$ cat config.mk
export PLATFORM = sky130hd
export DESIGN_NAME = ifu_fetch
export DESIGN_NICKNAME = d
export VERILOG_FILES = /design/src/rtl/ifu_fetch.sv
export SDC_FILE = /design/constraint.sdc
export NUM_CORES = 1
export LEC_CHECK = 0
export BUFFER_PORTS_ARGS = -buffer_cell sky130_fd_sc_hd__buf_2
export CORE_MARGIN = 2
export CORE_UTILIZATION = 44
export CTS_CLUSTER_SIZE = 16
export DETAILED_ROUTE_END_ITERATION = 10
export PLACE_DENSITY = 0.76
export SETUP_SLACK_MARGIN = 0.2
export SYNTH_ARGS = -nofsm -noshare
export SYNTH_HDL_FRONTEND = slang
export SYNTH_SLANG_ARGS = --single-unit
$ cat constraint.sdc
create_clock -name clk -period 1.8 [get_ports clk]
set_clock_uncertainty 0.05 [all_clocks]
set_input_delay 0.27 -clock clk [delete_from_list [all_inputs] [get_ports clk]]
set_output_delay 0.27 -clock clk [all_outputs]
set_load 0.005 [all_outputs]
$ cat src/rtl/ifu_fetch.sv
// Instruction fetch unit: samples the pc after reset or a pc update, issues one
// read on the instruction memory port and hands the word (or a fault) to decode.
module ifu_fetch #(
  parameter int WIDTH   = 32,
  parameter int TIMEOUT = 255
) (
  input  logic             clk,
  input  logic             rst,
  input  logic [WIDTH-1:0] pc,
  input  logic             pc_update,
  output logic             arvalid,
  input  logic             arready,
  output logic [WIDTH-1:0] araddr,
  input  logic             rvalid,
  output logic             rready,
  input  logic [31:0]      rdata,
  input  logic [1:0]       rresp,
  output logic             inst_valid,
  input  logic             inst_ready,
  output logic [31:0]      inst,
  output logic [WIDTH-1:0] inst_pc,
  output logic             fault,
  output logic [1:0]       fault_cause,
  output logic             busy
);

  localparam int CNT_W = (TIMEOUT < 2) ? 1 : $clog2(TIMEOUT + 1);
  localparam logic [CNT_W-1:0] CNT_LAST = CNT_W'((TIMEOUT > 0) ? (TIMEOUT - 1) : 0);
  localparam bit WDOG_EN = (TIMEOUT != 0);

  localparam logic [1:0] CAUSE_NONE    = 2'b00;
  localparam logic [1:0] CAUSE_MISALGN = 2'b01;
  localparam logic [1:0] CAUSE_ACCESS  = 2'b10;
  localparam logic [1:0] CAUSE_TIMEOUT = 2'b11;

  typedef enum logic [1:0] {
    ST_IDLE = 2'd0,
    ST_REQ  = 2'd1,
    ST_RESP = 2'd2,
    ST_OUT  = 2'd3
  } state_t;

  state_t           state_r;
  logic             pending_r;
  logic [CNT_W-1:0] cnt_r;
  logic [WIDTH-1:0] araddr_r;
  logic [31:0]      inst_r;
  logic [WIDTH-1:0] inst_pc_r;
  logic             fault_r;
  logic [1:0]       cause_r;
  logic             leave_idle_s;

  function automatic logic word_aligned(input logic [WIDTH-1:0] addr);
    return (addr[1:0] == 2'b00);
  endfunction

  assign leave_idle_s = (state_r == ST_IDLE) && pending_r;

  // Fetch FSM, pending-update flag, watchdog and captured result registers.
  always_ff @(posedge clk or negedge rst) begin
    if (!rst) begin
      state_r   <= ST_IDLE;
      pending_r <= 1'b1;
      cnt_r     <= {CNT_W{1'b0}};
      araddr_r  <= {WIDTH{1'b0}};
      inst_r    <= 32'h0000_0000;
      inst_pc_r <= {WIDTH{1'b0}};
      fault_r   <= 1'b0;
      cause_r   <= CAUSE_NONE;
    end else begin
      // An update arriving on the same edge that leaves IDLE wins, so it is fetched next.
      if (pc_update) begin
        pending_r <= 1'b1;
      end else if (leave_idle_s) begin
        pending_r <= 1'b0;
      end else begin
        pending_r <= pending_r;
      end

      case (state_r)
        ST_IDLE: begin
          if (pending_r) begin
            inst_pc_r <= pc;
            if (word_aligned(pc)) begin
              araddr_r <= pc;
              state_r  <= ST_REQ;
            end else begin
              inst_r  <= 32'h0000_0000;
              fault_r <= 1'b1;
              cause_r <= CAUSE_MISALGN;
              state_r <= ST_OUT;
            end
          end
        end
        ST_REQ: begin
          if (arready) begin
            cnt_r   <= {CNT_W{1'b0}};
            state_r <= ST_RESP;
          end
        end
        ST_RESP: begin
          // Data arriving on the expiry cycle is still taken.
          if (rvalid) begin
            inst_r  <= rdata;
            fault_r <= (rresp != 2'b00);
            cause_r <= (rresp != 2'b00) ? CAUSE_ACCESS : CAUSE_NONE;
            state_r <= ST_OUT;
          end else if (WDOG_EN && (cnt_r == CNT_LAST)) begin
            inst_r  <= 32'h0000_0000;
            fault_r <= 1'b1;
            cause_r <= CAUSE_TIMEOUT;
            state_r <= ST_OUT;
          end else begin
            cnt_r <= cnt_r + CNT_W'(1);
          end
        end
        ST_OUT: begin
          if (inst_ready) begin
            state_r <= ST_IDLE;
          end
        end
        default: begin
          state_r <= ST_IDLE;
        end
      endcase
    end
  end

  assign arvalid     = (state_r == ST_REQ);
  assign rready      = (state_r == ST_RESP);
  assign inst_valid  = (state_r == ST_OUT);
  assign araddr      = araddr_r;
  assign inst        = inst_r;
  assign inst_pc     = inst_pc_r;
  assign fault       = fault_r;
  assign fault_cause = cause_r;
  assign busy        = (state_r != ST_IDLE) || pending_r;

  ifu_fetch_chk #(.WIDTH(WIDTH)) u_chk (
    .clk         (clk),
    .rst         (rst),
    .arvalid     (arvalid),
    .arready     (arready),
    .araddr      (araddr),
    .rready      (rready),
    .inst_valid  (inst_valid),
    .inst_ready  (inst_ready),
    .inst        (inst),
    .inst_pc     (inst_pc),
    .fault       (fault),
    .fault_cause (fault_cause)
  );

endmodule

// Protocol checker: request and result stability, alignment, state exclusivity.
module ifu_fetch_chk #(
  parameter int WIDTH = 32
) (
  input logic             clk,
  input logic             rst,
  input logic             arvalid,
  input logic             arready,
  input logic [WIDTH-1:0] araddr,
  input logic             rready,
  input logic             inst_valid,
  input logic             inst_ready,
  input logic [31:0]      inst,
  input logic [WIDTH-1:0] inst_pc,
  input logic             fault,
  input logic [1:0]       fault_cause
);

  ar_hold_a: assert property (@(posedge clk) disable iff (!rst)
    (arvalid && !arready) |=> (arvalid && $stable(araddr)));

  ar_align_a: assert property (@(posedge clk) disable iff (!rst)
    arvalid |-> (araddr[1:0] == 2'b00));

  out_hold_a: assert property (@(posedge clk) disable iff (!rst)
    (inst_valid && !inst_ready) |=> (inst_valid && $stable({inst, inst_pc, fault, fault_cause})));

  one_state_a: assert property (@(posedge clk) disable iff (!rst)
    $onehot0({arvalid, rready, inst_valid}));

  fault_code_a: assert property (@(posedge clk) disable iff (!rst)
    inst_valid |-> (fault == (fault_cause != 2'b00)));

endmodule

# Word-level counts from Yosys, hierarchy flattened
# Cells that the tools add are included.
word_totals:
  output_inout_bits: 103
  register_bits: 110
  word_cells: 62
op_classes:
  reduce_logical: 14
  eq_ne: 11
  addsub: 1
  n_mux: 28
op_table:
  columns: ["op", "count"]
  rows:
  - ["$mux 32", 4]
  - ["$pmux 32 s2", 1]
  - ["$mux 8", 3]
  - ["$mux 2", 10]
  - ["$pmux 8 s2", 1]
  - ["$reduce_and 4->1", 3]
  - ["$reduce_bool 2->1", 5]
  - ["$add 8x1->8 const B", 1]
  - ["$eq 8x8->1 const B", 1]
  - ["$ne 2x2->1 const B", 4]
  - ["$pmux 2 s4", 1]
  - ["$mux 1", 6]
  - ["$eq 2x2->1 const B", 2]
  - ["$logic_not 2->1", 2]
  - ["$ne 2x1->1 const B", 2]
  - ["$pmux 2 s2", 1]
  - ["$ne 3x2->1 const B", 1]
  - ["$reduce_and 3->1", 1]
  - ["$eq 2x1->1 const B", 1]
  - ["$pmux 1 s2", 1]
  - ["$reduce_and 2->1", 1]
  - ["$logic_and 1x1->1", 1]
  - ["$logic_or 1x1->1", 1]

# Longest topological paths before layout
# Gate-level depths: netlist of the first run.
logic_depth:
  depth_word: 4
  mapped_depth: 8
  ltp_nobuf: 6

# Least setup slack after synthesis of the first run
# No wires, ideal clock.
synth_timing:
  path_kind: "register to register"
  start: "register cnt_r[0]"
  end: "register cnt_r[5]"
  setup_ns: 0.126
  period_less_slack_ns: 1.840
  stages_incl_launch_ff: 7
  arrival_ns: 1.664
  path_slack_ns: -0.040
  t_required_ns: 1.624
  path_buffers: 0
  cell_sequence: "dfrtp_1 > inv_1 > ha_1 > and3_2 > a21o_1 > o311a_1 > a221o_1"
synth_via:
  elab_chain_cells: 4
  word_cells_on_any_way: 7
  cone_classes: "1 x add/sub; 2 x eq/ne; 3 x mux; 1 x reduce/logical"
synth_lines:
  columns: ["item", "line", "rtl"]
  rows:
  - ["start, declared", "45", "logic [CNT_W-1:0] cnt_r;"]
  - ["start signal, assigned", "64", "cnt_r <= {CNT_W{1'b0}};"]
  - ["start signal, assigned", "97", "cnt_r <= {CNT_W{1'b0}};"]
  - ["start signal, assigned", "114", "cnt_r <= cnt_r + CNT_W'(1);"]
  - ["$add 8x1->8", "114", null]
  - ["$mux 8", "108", "end else if (WDOG_EN && (cnt_r == CNT_LAST)) begin"]
  - ["$mux 8", "103", "if (rvalid) begin"]
  - ["$pmux 8 s2", "80", "case (state_r)"]
# Several ways; a longest one is shown, not always the timed one. The select of a mux whose other input is x is not followed.
# A chain may end at the register's enable or synchronous reset.

# Worst setup path in the final report of the first run
# Ends and elaborated chain as after synthesis.

==> run summary, run 1 <==
The run finished with clean final reports. The count of endpoints failing hold in the final timing report is 0, and the number of buffers created by CTS is 9. The DRC violation count after routing is 0. The width of the die was 104 um. For this configuration, the core starts out at a cell density of 45.2%.

The routed length per placed instance is 18.7 um, and the static leakage is 3.29 nW. Setup violations remaining at the end of the flow were counted as 0. The worst-case setup slack after placement came out at 29.9 ps. The count of nets left with antenna violations once routing finished came out at 0. In the post-route analysis, the smallest setup slack over all paths is 63.1 ps. Entering global routing, the biggest net connects 49 pins. In the layout the commonest cells are sky130_fd_sc_hd__buf_2 (169), sky130_fd_sc_hd__dfrtp_1 (109), sky130_fd_sc_hd__a22o_1 (33), sky130_fd_sc_hd__mux2_2 (32), sky130_fd_sc_hd__mux2_4 (31). The final wirelength came out at 12,400 um. The number of sinks on the clock net is 110.

After the last flow step, the layout net total stands at 602. The total routing usage reported by global routing is 22.0%, and the quantity of I/O buffers inserted on ports is 174. The placed instances occupy a cell area of 5650 um^2. Once detailed placement completed, the half-perimeter wirelength came to 7870 um. Summed over all layers, the global routing overflow is 0. The run gives 0 as the count of synthesis-stage warnings from yosys.

In this run the standard cell core region covers 9770 um^2. The headroom to the max-slew limit came out at 71.9%. Ranked by total cell area, the synthesized netlist is headed by sky130_fd_sc_hd__dfrtp_1 (62%), sky130_fd_sc_hd__mux2_2 (15%), sky130_fd_sc_hd__a22o_1 (6.5%), sky130_fd_sc_hd__ha_1 (2.0%), sky130_fd_sc_hd__buf_6 (1.0%). The longest clock path from root to sink contains 2 buffers. For this run, the register share of the synthesized area comes to 62.4%. By startpoint and endpoint, the worst setup path is classified as reg -> reg.

At the pin with the least slew margin, the transition time is 421 ps. The worst hold path belongs to the class in -> reg. For the worst setup path, the data arrival time is 1950 ps.

Walking the worst path, the cells encountered are inv_2 > ha_4 > and3_4 > a21o_4 > o311a_1 > a221o_1. The maximum VDD drop is 705 uV. Max-cap violations in this run came to 0.

The post-synthesis instance area was 4420 um^2; the peak fanout along the critical path was 6. For this block, the initial DRC count from the detailed router was 162. The cell area power density came out at 1730 nW/um^2.

For the number of antenna repair diodes, the log shows 0. In the synthesized netlist the async set-or-reset flop fraction comes to 100%. Synthesis produced a netlist whose cell count is 308.

First-pass GRT wire length: 18,700 um. Routability-driven placement finished with a final weighted congestion of 0.848. Counting distinct cell types in the post-synthesis netlist gives 41. The first-pass detailed-route iteration total came out at 4. The total power draw is 11.3 mW. TritonCTS built the clock tree.

The tools report the root buffer cell as sky130_fd_sc_hd__clkbuf_8. The final critical path takes up 96.5% of the cycle. Leaving out fill and tap cells, the most frequent cell in the layout is sky130_fd_sc_hd__buf_2. The H-tree generated during clock tree synthesis spans 3 levels.

The prevailing post-synth register cell is sky130_fd_sc_hd__dfrtp_1. Clock-pin slew was measured on the worst setup and hold paths at 110 ps. The delay of the slowest cell on the worst path came out at 390 ps.

The worst setup path is launched from a flop. The run gives 3,503 as the count of vias placed by the detailed router. The category of the worst setup path capture point is a flop.

The run gives 10,900 um^2 as the full die area. The run gives 0 as the number of slew-limit violations in the final report. At the end of the flow the core is filled with cells to 67.0%. The standard cell with the maximum stage delay on the critical path was sky130_fd_sc_hd__dfrtp_1. The later pin in the worst-skew pair is clocked with a latency of 360 ps.

The mean area per synthesized cell came out at 14.3 um^2. The final critical delay including setup and external delays was 1740 ps. For this run, the top clock speed supported by timing is 576 MHz.

The die span in y came out at 104 um. The number of storage elements in the synthesis netlist works out to 110. For the number of global-route vias before repair, the log shows 3,555.

After detailed routing, the number of vias per cell comes to 5.30. The synthesized design devotes to its leading area cell type 61.8% of total area. The run gives 175 as the count of boundary I/O pins. The tools report the initial antenna violation count as 0.

Cell type with the highest aggregate area in the netlist: sky130_fd_sc_hd__dfrtp_1. For the post-synthesis net count, the log shows 387. The total non-filler cell area in the finished layout is 6550 um^2, and the number of flops mapped to enable cells by yosys is 0. For the final setup TNS, the log shows 0 ps. The placement row count came out at 36.

Cells with a size suffix above 1 make up 63.3% of the layout. The data required time of the critical path came out at 2010 ps. Setup repair after global routing could not meet its margin everywhere. Relative to the synthesized area, the layout overhead comes to 48.3%.
-- power breakdown --
part	switching, mW	total, mW	internal, mW
Sequential	0.595	4.12	3.53
Combinational	2.37	5.80	3.43
Clock	0.864	1.39	0.522
-- worst max-delay path: cells and delay by family, from the launching register on --
| kind | cells | cell delay [ps] |
|---|---|---|
| AO/OA/AOI/OAI | 3 | 780 |
| flip-flops | 1 | 390 |
| AND/OR/NAND/NOR | 1 | 190 |
| adder cells (fa/ha/maj) | 1 | 160 |
| buffers and inverters | 1 | 70 |
-- stage by stage --
step / hold WS [ps] / std cells
CTS: 33.5 / 653
detailed placement: 184 / 610
floorplan: -75.6 / 308
global placement: 171 / 610
global route: 39.8 / 661
finish: 56.5 / 661
-- per-layer routing --
layer | vias to the layer above | global-route usage, % | share of wire [%]
met4 | 0 | 5.60 | 1.2
met1 | 1787 | 27.8 | 40
li1 | 1561 | - | -
met5 | - | 0 | 0
met3 | 12 | 5.95 | 5.9
met2 | 143 | 37.5 | 53
-- layout make-up --
type                    instances  area (um^2)
fillers                       710         3220
well taps                     133          166
flip-flops and latches        110         2750
clock buffers                   9          124
repair buffers                221         1570
multi-input cells             173         1850
inverters                       8         32.5
clock inverters                 7         56.3
-- flip-flops by register name (all words and copies together) (netlist names) --
signal       count
inst_pc         32
araddr          32
cnt_r            8
fault_cause      2
pending_r        1
fault            1
inst            32
state_r          2
-- timing repair --
action | 4_1_cts | 5_1_grt
gates cloned | 4 | 6
hold buffers | 1 | 0
buffers inserted | 22 | 2
pin swaps | 8 | 19
gates resized for setup | 39 | 27
endpoints found under the setup margin | 104 | 109
hold endpoints to repair | 27 | 0
-- cells by family (layout without fill, tap and decap cells) --
family / after synthesis / in the layout / synth area share, %
muxes: 64 / 64 / 16.3
DFF: 110 / 110 / 62.4
buffers and inverters: 25 / 245 / 2.95
and+or+nand+nor: 43 / 43 / 5.30
adders and majority gates: 7 / 7 / 1.98
AOI/OAI and AO/OA: 59 / 59 / 11.1
-- synth_stat cells, types with 2 or more instances --
cell type and n:
sky130_fd_sc_hd__buf_2 5, sky130_fd_sc_hd__dfrtp_1 109, sky130_fd_sc_hd__clkbuf_1 8, sky130_fd_sc_hd__nor3_1 6
sky130_fd_sc_hd__mux2_2 59, sky130_fd_sc_hd__a21oi_1 6, sky130_fd_sc_hd__mux2_1 4, sky130_fd_sc_hd__o211ai_1 2
sky130_fd_sc_hd__buf_6 4, sky130_fd_sc_hd__a221o_1 2, sky130_fd_sc_hd__inv_1 8, sky130_fd_sc_hd__nand4_1 2
sky130_fd_sc_hd__a22o_1 33, sky130_fd_sc_hd__nand2_1 10, sky130_fd_sc_hd__nand4b_1 2, sky130_fd_sc_hd__nor2b_1 3
sky130_fd_sc_hd__nand2b_1 4, sky130_fd_sc_hd__nand3_1 4, sky130_fd_sc_hd__and3_2 2, sky130_fd_sc_hd__nor2_1 6
sky130_fd_sc_hd__ha_1 7, sky130_fd_sc_hd__a21o_1 3
-- final timing paths --
check | cells past startpoint | endpoint | slack (ps) | start
worst max-delay path | 6 | cnt_r[5]$_DFFE_PN0P_ | 60 | cnt_r[0]$_DFFE_PN0P_
worst min-delay path | 2 | pending_r$_DFFE_PN1P_ | 60 | pc_update
worst max register to register | 6 | cnt_r[5]$_DFFE_PN0P_ | 60 | cnt_r[0]$_DFFE_PN0P_
worst min register to register | 1 | inst[28]$_DFFE_PN0P_ | 460 | inst[28]$_DFFE_PN0P_
max in group asynchronous | 3 | pending_r$_DFFE_PN1P_ | 770 | rst
min in group asynchronous | 2 | araddr[24]$_DFFE_PN0P_ | 320 | rst
Note: power is estimated with default switching activity, not from simulation.
==> run 2: changes to the inputs <==
==> config.mk (replaced) <==
export PLATFORM = sky130hd
export DESIGN_NAME = ifu_fetch
export DESIGN_NICKNAME = d
export VERILOG_FILES = /design/src/rtl/ifu_fetch.sv
export SDC_FILE = /design/constraint.sdc
export NUM_CORES = 1
export LEC_CHECK = 0
export CORE_MARGIN = 10
export CORE_UTILIZATION = 55
export CTS_CLUSTER_SIZE = 16
export DETAILED_ROUTE_END_ITERATION = 10
export DONT_BUFFER_PORTS = 1
export PLACE_DENSITY = 0.7
export SETUP_SLACK_MARGIN = 0.2
export SYNTH_ARGS = -nofsm -noshare
export SYNTH_HDL_FRONTEND = slang
export SYNTH_SLANG_ARGS = --single-unit
==> constraint.sdc (replaced) <==
create_clock -name clk -period 1.88 [get_ports clk]
set_clock_uncertainty 0.05 [all_clocks]
set_input_delay 0.282 -clock clk [delete_from_list [all_inputs] [get_ports clk]]
set_output_delay 0.282 -clock clk [all_outputs]
set_load 0.005 [all_outputs]
==> run summary, run 2 (same netlist as run 1, synthesis figures left out) <==
Setup repair after global routing could not meet its margin everywhere. The tools report the count of vias placed by the detailed router as 3,067 (-12%). The library cell used most frequently in the layout, excluding fill and tap cells, is sky130_fd_sc_hd__dfrtp_1. The tree is rooted in a sky130_fd_sc_hd__clkbuf_8.

The area growth from synthesis to layout works out to 37.5%. The number of sinks on the clock net is 110 (unchanged). Violation count after the first detailed-routing iteration: 137 (-15%). The pin count of the biggest net entering global routing came out at 111 (+130%). The wire length on met3 was 1840 um (+150%). The clock latency on the worst-skew pair came out at 370 ps (about the same). The endpoint identified for the worst register-to-register timing path is inst[23]$_DFFE_PN0P_. Grouping stages by cell kind, the critical path spends the most delay in buffers and inverters. The checks that failed: negative hold slack.

Die span in y: 110 um (+5.2%). The total net switching power was 3.44 mW (-10%). Share of the clock period used by the worst path: 93.1% (-3.4 points). The final setup violation count is 0 (unchanged), and the sequential fraction of design power is 44.7% (+8.3 points). For the static leakage, the log shows 2.73 nW (-17%). The routed length on met2 came out at 6830 um (+4.7%). The share of post-route cells with drive strength above 1 works out to 36.9% (-26 points).

The headroom to the max-slew limit was 75.9% (+4.0 points); the final layout net count was 482 (-20%). The critical path goes through inv_2 > buf_6 > ha_4 > buf_8 > nand2_4 > a21oi_4 > bufbuf_16 > a22o_1. The number of buffers created by CTS was 9 (unchanged). The flow ran to the end, but the final reports show violations. Effective utilization at floorplan: 56.8% (+12 points). The filler cell count came out at 454 (-36%).

The end point of the critical path is inst[23]$_DFFE_PN0P_. The total routed wire length on the met1 layer was 4840 um (-2.8%). Count of boundary I/O pins: 175 (unchanged). The standard cell with the maximum stage delay on the critical path is sky130_fd_sc_hd__dfrtp_1. The quantity of I/O buffers inserted on ports came out at 0 (-100%). The logs give 4 (unchanged) for the first-pass detailed-route iteration total and 2130 ps (+120 ps) for the data required time of the critical path. The logs give 6070 um^2 (-7.3%) for the total non-filler cell area in the finished layout and 0 (unchanged) for the DRC violation count after routing. The switching fraction of total power is 35.2% (+1.4 points). The kind of critical path is reg -> reg. The run gives -463 ps (-520 ps) as the worst hold margin. The maximum achievable frequency was 571 MHz (-0.76%); the worst-margin pin slew was 357 ps (-64.0 ps). The run gives 401 (-34%) as the number of placed cells counting well taps.

The number of buffers and inverters on the critical path was 4 (+3); the initial antenna violation count was 0 (unchanged). The final critical delay including setup and external delays works out to 1750 ps (+13.2 ps). The filler-free cell count of the finished design is 509 (-23%). The cell area power density was 1610 nW/um^2 (-6.8%). The run gives 914 uV (+30%) as the maximum VDD drop. In the layout the commonest cells are sky130_fd_sc_hd__dfrtp_1 (108), sky130_fd_sc_hd__dlygate4sd3_1 (59), sky130_fd_sc_hd__a22o_1 (33), sky130_fd_sc_hd__mux2_2 (32), sky130_fd_sc_hd__mux2_4 (31).

The logs give 0 (unchanged) for the reported max-cap violation count and 0 ps (unchanged) for the final setup TNS. The routed via count divided by cell count was 6.03 (+14%); the global placer's final weighted congestion was 0.824 (-2.9%). The number of slew-limit violations in the final report came out at 0 (unchanged).

The internal power consumption was 6.33 mW (-15%); the width of the die was 110 um (+5.2%). The logs give 0 (unchanged) for the sum of overflow across all layers after global routing and 7770 um^2 (-21%) for the placeable core area. The worst-case setup slack after placement is 87.7 ps (+57.8 ps). The tools report the final wirelength as 13,700 um (+11%).

For the clock group share of total power, the log shows 13.9% (+1.6 points). The arrival time of data at the critical path endpoint was 2000 ps (+50 ps). TritonCTS built the clock tree. Full die area: 12,000 um^2 (+11%). The final worst-path setup slack came out at 130 ps (+66.8 ps). The routed length per placed instance works out to 27.0 um (+44%). The worst setup path is captured at a flop. The level count of the clock H-tree came out at 3 (unchanged). The worst register-to-register path begins at state_r[0]$_DFFE_PN0P_. The logic depth of the worst register-to-register path is 8 (+2), and the HPWL after detailed placement is 7770 um (-1.3%). For the minimum setup slack among reg-to-reg paths, the log shows 130 ps (+70 ps). The number of gates on the worst path with buffers counted came out at 8 (+2). Total power draw: 9.77 mW (-14%).

The share of total power in combinational logic is 41.4% (-9.9 points), and the peak fanout along the critical path is 8 (+2). The worst setup path is launched from a flop. Timing startpoint of the critical path: state_r[0]$_DFFE_PN0P_. The run gives 2 (unchanged) as the maximum root-to-sink buffer count.

The clock input transition at the sequential cells of the worst setup and hold paths came out at 110 ps (about the same). The final cell utilization of the core is 78.1% (+11 points), and the delay of the slowest cell on the worst path is 420 ps (+30 ps). For the number of antenna repair diodes, the log shows 0 (unchanged). The logs give 111 (+111) for the count of endpoints failing hold in the final timing report and 3,179 (-11%) for the number of global-route vias before repair. The logs give 19,500 um (+4.5%) for the first-pass GRT wire length and 0 (unchanged) for the post-route antenna net violation count.

The worst hold-check path type is in -> async. The tools report the placement row count as 32 (-11%). The highest metal layer with signal wires was met4. The total routing usage reported by global routing was 21.1% (-0.91 points); the area after detailed placement was 4590 um^2 (-19%).
run 2: worst min path at each step:
stage | startpoint | endpoint | slack, ps | depth (start not counted)
after floorplan | rst | araddr[0]$_DFFE_PN0P_ | -60 | 0
after detailed placement | rst | araddr[27]$_DFFE_PN0P_ | -60 | 0
after global placement | rst | araddr[27]$_DFFE_PN0P_ | -60 | 0
final | rst | inst_pc[27]$_DFFE_PN0P_ | -460 | 0
after global routing | rst | inst[27]$_DFFE_PN0P_ | -490 | 0
after CTS | rst | araddr[27]$_DFFE_PN0P_ | -470 | 0
run 2: final cells by class:
type                            count  area, um^2  share of cell area [%]
Clock inverter                      5        43.8                   0.722
Inverter                            8        30.0                   0.495
Sequential cell                   110        2760                    45.4
Multi-Input combinational cell    173        1810                    29.8
Clock buffer                       10         138                    2.27
Tap cell                          102         128                    2.10
Timing Repair Buffer              101        1170                    19.2
run 2: routing by layer:
metal / track usage [%] / vias up
met5: 0 / -
met4: 7.06 / 0
met3: 9.25 / 19
met2: 33.0 / 177
met1: 25.6 / 1549
li1: - / 1322
run 2: power by group through the flow:
stage	combinational [mW]	clock (mW)	sequential (mW)
floorplan	2.14	0	4.00
global placement	2.42	0	4.38
detailed placement	2.54	0	4.40
CTS	3.33	1.36	4.35
global route	4.34	1.47	4.50
finish	4.04	1.36	4.37
run 2: what timing repair did:
item / in CTS / in global routing
setup buffers: 16 / 7
cloned: 5 / 6
resized for setup: 50 / 19
endpoints found under the hold margin: 177 / 118
hold buffers: 51 / 8
pin swaps: 5 / 22
endpoints found under the setup margin: 74 / 94
